### config.mk
export PLATFORM = sky130hd
export DESIGN_NAME = onehot_decoder_flat
export DESIGN_NICKNAME = d
export VERILOG_FILES = /design/src/rtl/onehot_decoder_if.sv /design/src/rtl/onehot_decoder.sv /design/src/flat_wrapper.sv
export SDC_FILE = /design/constraint.sdc
export NUM_CORES = 1
export LEC_CHECK = 0
export BUFFER_PORTS_ARGS = -buffer_cell sky130_fd_sc_hd__buf_2
export CAP_MARGIN = 10
export CORE_AREA = 2 2 46 64
export DETAILED_ROUTE_END_ITERATION = 8
export DIE_AREA = 0 0 48 66
export PLACE_DENSITY = 0.75
export REMOVE_ABC_BUFFERS = 1
export SYNTH_ARGS = -nofsm -noshare
export SYNTH_HDL_FRONTEND = slang
export SYNTH_SLANG_ARGS = --single-unit
### constraint.sdc
create_clock -name clk -period 4.5 [get_ports clk]
set_input_delay 0.45 -clock clk [delete_from_list [all_inputs] [get_ports clk]]
set_output_delay 0.45 -clock clk [all_outputs]
set_load 0.1 [all_outputs]
### src/rtl/onehot_decoder_if.sv
// Code/handshake bundle between a code source and onehot_decoder.
// The source drives din/en; the decoder returns ready, the one-hot
// select, its valid flag, the drop flag and the accept counter.
interface onehot_decoder_if;
    logic [2:0] din;
    logic       en;
    logic       rdy;
    logic [7:0] y;
    logic       y_vld;
    logic       drop;
    logic [7:0] cnt;

    modport master (
        output din,
        output en,
        input  rdy,
        input  y,
        input  y_vld,
        input  drop,
        input  cnt
    );

    modport slave (
        input  din,
        input  en,
        output rdy,
        output y,
        output y_vld,
        output drop,
        output cnt
    );
endinterface

### src/rtl/onehot_decoder.sv
// Registered 3-to-8 one-hot decoder with a valid/ready handshake and a
// pulse stretcher. Each accepted code drives one bit of y for PULSE_LEN
// cycles, then the block idles for GAP_LEN cycles before it is ready again.
// Codes offered while busy are discarded and flagged on drop.
module onehot_decoder #(
    parameter int unsigned PULSE_LEN = 4,
    parameter int unsigned GAP_LEN   = 1
) (
    input  logic             clk,
    input  logic             rst,
    onehot_decoder_if.slave  bus_io
);

    // Elaboration-time guard on the stretcher parameters.
    if (PULSE_LEN < 1 || PULSE_LEN > 255) begin : g_bad_pulse_len
        $error("onehot_decoder: PULSE_LEN must be in 1..255");
    end
    if (GAP_LEN > 15) begin : g_bad_gap_len
        $error("onehot_decoder: GAP_LEN must be in 0..15");
    end

    // Timer reload values; the timer counts down to zero inclusive.
    localparam logic [7:0] PulseLast = 8'(PULSE_LEN - 1);
    localparam logic [7:0] GapLast   = (GAP_LEN == 0) ? 8'd0 : 8'(GAP_LEN - 1);

    typedef enum logic [1:0] {
        StIdle  = 2'd0,
        StDrive = 2'd1,
        StGap   = 2'd2
    } state_e;

    state_e     state_q;
    logic [7:0] timer_q;
    logic [7:0] y_q;
    logic       y_vld_q;
    logic       drop_q;
    logic [7:0] cnt_q;

    logic       rdy_w;
    logic       accept_w;
    logic [7:0] onehot_w;

    // Ready is a pure decode of state; accept and the decoded code feed the FSM.
    always_comb begin
        rdy_w    = (state_q == StIdle);
        accept_w = bus_io.en & rdy_w;
        onehot_w = 8'b0000_0001 << bus_io.din;
    end

    // Handshake FSM with registered outputs; reset dominates everything.
    always_ff @(posedge clk) begin
        if (rst) begin
            state_q <= StIdle;
            timer_q <= 8'd0;
            y_q     <= 8'd0;
            y_vld_q <= 1'b0;
            drop_q  <= 1'b0;
            cnt_q   <= 8'd0;
        end else begin
            // An en seen while busy is lost; flag it for exactly the next cycle.
            drop_q <= bus_io.en & ~rdy_w;
            unique case (state_q)
                StIdle: begin
                    if (accept_w) begin
                        y_q     <= onehot_w;
                        y_vld_q <= 1'b1;
                        timer_q <= PulseLast;
                        cnt_q   <= cnt_q + 8'd1;
                        state_q <= StDrive;
                    end
                end
                StDrive: begin
                    if (timer_q != 8'd0) begin
                        timer_q <= timer_q - 8'd1;
                    end else begin
                        y_q     <= 8'd0;
                        y_vld_q <= 1'b0;
                        if (GAP_LEN == 0) begin
                            state_q <= StIdle;
                        end else begin
                            timer_q <= GapLast;
                            state_q <= StGap;
                        end
                    end
                end
                StGap: begin
                    if (timer_q != 8'd0) begin
                        timer_q <= timer_q - 8'd1;
                    end else begin
                        state_q <= StIdle;
                    end
                end
                default: begin
                    state_q <= StIdle;
                    timer_q <= 8'd0;
                    y_q     <= 8'd0;
                    y_vld_q <= 1'b0;
                end
            endcase
        end
    end

    assign bus_io.rdy   = rdy_w;
    assign bus_io.y     = y_q;
    assign bus_io.y_vld = y_vld_q;
    assign bus_io.drop  = drop_q;
    assign bus_io.cnt   = cnt_q;

endmodule

### src/flat_wrapper.sv
// flat-port wrapper written by rule: the top's interface ports become plain ports
module onehot_decoder_flat 
#(
    parameter int unsigned PULSE_LEN = 4,
    parameter int unsigned GAP_LEN   = 1
)
  (clk, rst, bus_io_din, bus_io_en, bus_io_rdy, bus_io_y, bus_io_y_vld, bus_io_drop, bus_io_cnt);
  onehot_decoder_if bus_io_i ();
  input  logic clk;
  input  logic rst;
  input wire logic [$bits(bus_io_i.din)-1:0] bus_io_din;
  input wire logic [$bits(bus_io_i.en)-1:0] bus_io_en;
  output wire logic [$bits(bus_io_i.rdy)-1:0] bus_io_rdy;
  output wire logic [$bits(bus_io_i.y)-1:0] bus_io_y;
  output wire logic [$bits(bus_io_i.y_vld)-1:0] bus_io_y_vld;
  output wire logic [$bits(bus_io_i.drop)-1:0] bus_io_drop;
  output wire logic [$bits(bus_io_i.cnt)-1:0] bus_io_cnt;
  assign bus_io_i.din = bus_io_din;
  assign bus_io_i.en = bus_io_en;
  assign bus_io_rdy = bus_io_i.rdy;
  assign bus_io_y = bus_io_i.y;
  assign bus_io_y_vld = bus_io_i.y_vld;
  assign bus_io_drop = bus_io_i.drop;
  assign bus_io_cnt = bus_io_i.cnt;
  onehot_decoder #(.PULSE_LEN(PULSE_LEN), .GAP_LEN(GAP_LEN)) u_core (.clk(clk), .rst(rst), .bus_io(bus_io_i));
endmodule
==> summary.md <==
| Metric | Value |
|---|---|
| Placed Area | 1480 um^2 |
| Clock sinks | 28 |
| Post-DRT Antenna Nets | 0 |
| Leak pwr | 0.599 nW |
| Fmax | 0.437 GHz |
| Post-placement cell count | 216 |
| CTS tree | yes |
| Setup total negative slack | 0 ps |
| CP Capture Type | flip-flop |
| Non-Filler Cell Area, Final | 1510 um^2 |
| Worst IR Drop VDD | 0.000414 V |
| Synth top area cells | dfxtp_1, a21oi_1, nor2_1 |
| Post-DP HPWL | 2.12 mm |
| Initial antenna violation count | 0 |
| Total Routed Length | 2.87 mm |
| Share of layout cells above drive strength 1 | 17.5% |
| Area growth, synth to finish | 10.9% |
| Yosys warns | 0 |
| Number of global-route vias before repair | 1175 |
| Slowest stage delay, CP | 520 ps |
| Post-synth cell types | 35 |
| Fraction of registers with async set/reset | 0% |
| Buffers on Ports | 24 |
| TritonCTS Buffers | 3 |
| Final core utilization | 57.6% |
| Crit start category | flip-flop |
| Slew @ Worst Pin | 833 ps |
| HP Class | in -> reg |
| Worst-path maximum fanout | 12 |
| Setup Crit Path Kind | reg -> reg |
| Clk_lat worst skew | 320 ps |
| FF-to-FF Start | u_core.timer_q[0]$_SDFFE_PP0P_ |
| R2R setup slack | 2210 ps |
| Slowest-stage cell, CP | a2111o_1 |
| WP data arrival | 2550 ps |
| Drt drc | 0 |
| PnR worst setup slack | 2210 ps |
| Sequential-to-total area share from yosys stat | 41.3% |
| Post-Synthesis Cells | 166 |
| Vias | 1271 |
| Grt ovf | 0 |
| Clk_skew | 2.10 ps |
| Commonest non-fill, non-tap cell in the layout | dfxtp_1 |
| CTS clock-pin slew for the worst setup and hold paths | 140 ps |
| First-pass GRT wire length | 4.93 mm |
| Fillers | 249 |
| Post-synth top flop | dfxtp_1 |
| Status | finished clean |
| Critical path launch point | u_core.timer_q[0]$_SDFFE_PP0P_ |
| Drt wl/cell | 13.1 um |
| Placeable Area | 2620 um^2 |
| DR WL met3 | 89 um |
| Period Utilization, post-route | 50.8% |
| Post-place setup slack | 2250 ps |
| Pwr dens | 641 nW/um^2 |
| GRT Total Usage | 21.2% |
| DIE AREA | 3170 um^2 |
| Drt initial violations | 11 |
| Met1 WL | 1.26 mm |
| Post-layout min period | 2290 ps |
| Drt first pass iters | 4 |
| Overall die height | 66 um |
| Initial core utilization | 52.0% |
| Fin cells | 219 |
| Worst-case headroom to the max-slew limit | 44.5% |
| Yosys top cell area share | 41.3% |
| CP Cell Sequence | inv_1 -> ha_1 -> nor3b_1 -> nand3_1 -> a2111o_1 -> a21oi_1 |
| Dominant cell type by area after synthesis | dfxtp_1 |
| Cts repair resizes | 0 |
| Diodes inserted | 0 |
| Endpoints failing hold | 0 |
| Placement Rows | 22 |
| RSZ-0062 raised after global routing | no |
| Setup violations, final | 0 |
| Die Wd | 48 um |
| Largest net degree at the start of global routing | 27 |
| Max-slew violations | 0 |
| Clock Tree Buf Depth | 2 |
| Met2 routed WL | 1.47 mm |
| Mapped Avg Cell Area | 8.19 um^2 |
| CP required | 4770 ps |
| # Max-Cap Violations | 0 |
| Worst hold start | bus_io_din[2] |
| Synthesis-stage register bit count | 28 |
| Root Driver | clkbuf_4 |
| Leading cell types in the layout, fill and taps excluded | dfxtp_1, buf_2, a21oi_1 |
| Top Ports | 25 |
| Routability cong. | 0.812 |
| Top sig layer | met4 |
| EDFF count, synth | 0 |
| Post-CTS Setup Inserts | 0 |
| Mapped Area | 1360 um^2 |
| Layout net count | 194 |
| Via density per instance | 5.80 |
| # hold bufs at CTS | 0 |
| # H-tree levels | 1 |
## where the power goes
part | internal, W | switching, W | total [W] | leakage [nW]
clock network | 0.0000314 | 0.0000701 | 0.000101 | 0.0138
registers | 0.000298 | 0.0000637 | 0.000362 | 0.228
logic | 0.000146 | 0.000357 | 0.000503 | 0.357
## synthesized netlist by cell type (4+ instances only)
cell type	count
clkbuf_1	8
dfxtp_1	28
xor2_1	4
o21ai_0	9
nand3_1	11
nand2_1	12
nor3_1	4
or3_1	9
nor2_1	17
nand4_1	4
a21oi_1	20
## final timing paths
path,to,cells after the start
setup / recovery,u_core.bus_io.y[2]$_SDFFE_PP0P_,6
hold / removal,u_core.bus_io.y[2]$_SDFFE_PP0P_,3
setup reg to reg,u_core.bus_io.y[2]$_SDFFE_PP0P_,6
hold reg to reg,u_core.bus_io.y[7]$_SDFFE_PP0P_,2
## registers in the layout, indices dropped and copies added, names as in the netlist
register             count
u_core.bus_io.cnt        8
u_core.bus_io.drop       1
u_core.bus_io.y          8
u_core.bus_io.y_vld      1
u_core.state_q           2
u_core.timer_q           8
## routing by layer
layer / vias up / global-route usage, %
li1: 638 / -
met1: 605 / 25.6
met2: 23 / 35.2
met3: 5 / 3.83
met4: 0 / 8.78
met5: - / 0
## cell type report
type	count	area [um^2]	area share [%]
Multi-Input combinational cell	126	751	49.8
Sequential cell	28	561	37.2
Timing Repair Buffer	24	120	7.97
Tap cell	36	45.0	2.99
Clock buffer	3	22.5	1.50
Inverter	2	7.51	0.498
## per-stage QoR
stage          hold WS [ps]  total power [W]
2_1_floorplan           447         0.000762
3_3_place_gp            452         0.000846
3_5_place_dp            463         0.000868
4_1_cts                 424         0.000969
5_1_grt                 429          0.00104
6_report                425         0.000966
## kinds of logic after synthesis
kind of cell               Yosys count  share of synthesized area [%]
and+or+nand+nor                     74                           29.2
AOI/OAI and AO/OA                   42                           18.8
DFF                                 28                           41.3
buffers and inverters               12                           3.50
xor gates and xnor gates             7                           4.51
adders and majority gates            3                           2.76
## critical path: cells and delay by family, from the launching register on
family,cells,cell delay (ps)
compound gates,2,650
fa+ha+maj,1,160
buf+inv,1,120
flops,1,380
simple gates,2,930
Note: power is estimated with default switching activity, not from simulation.
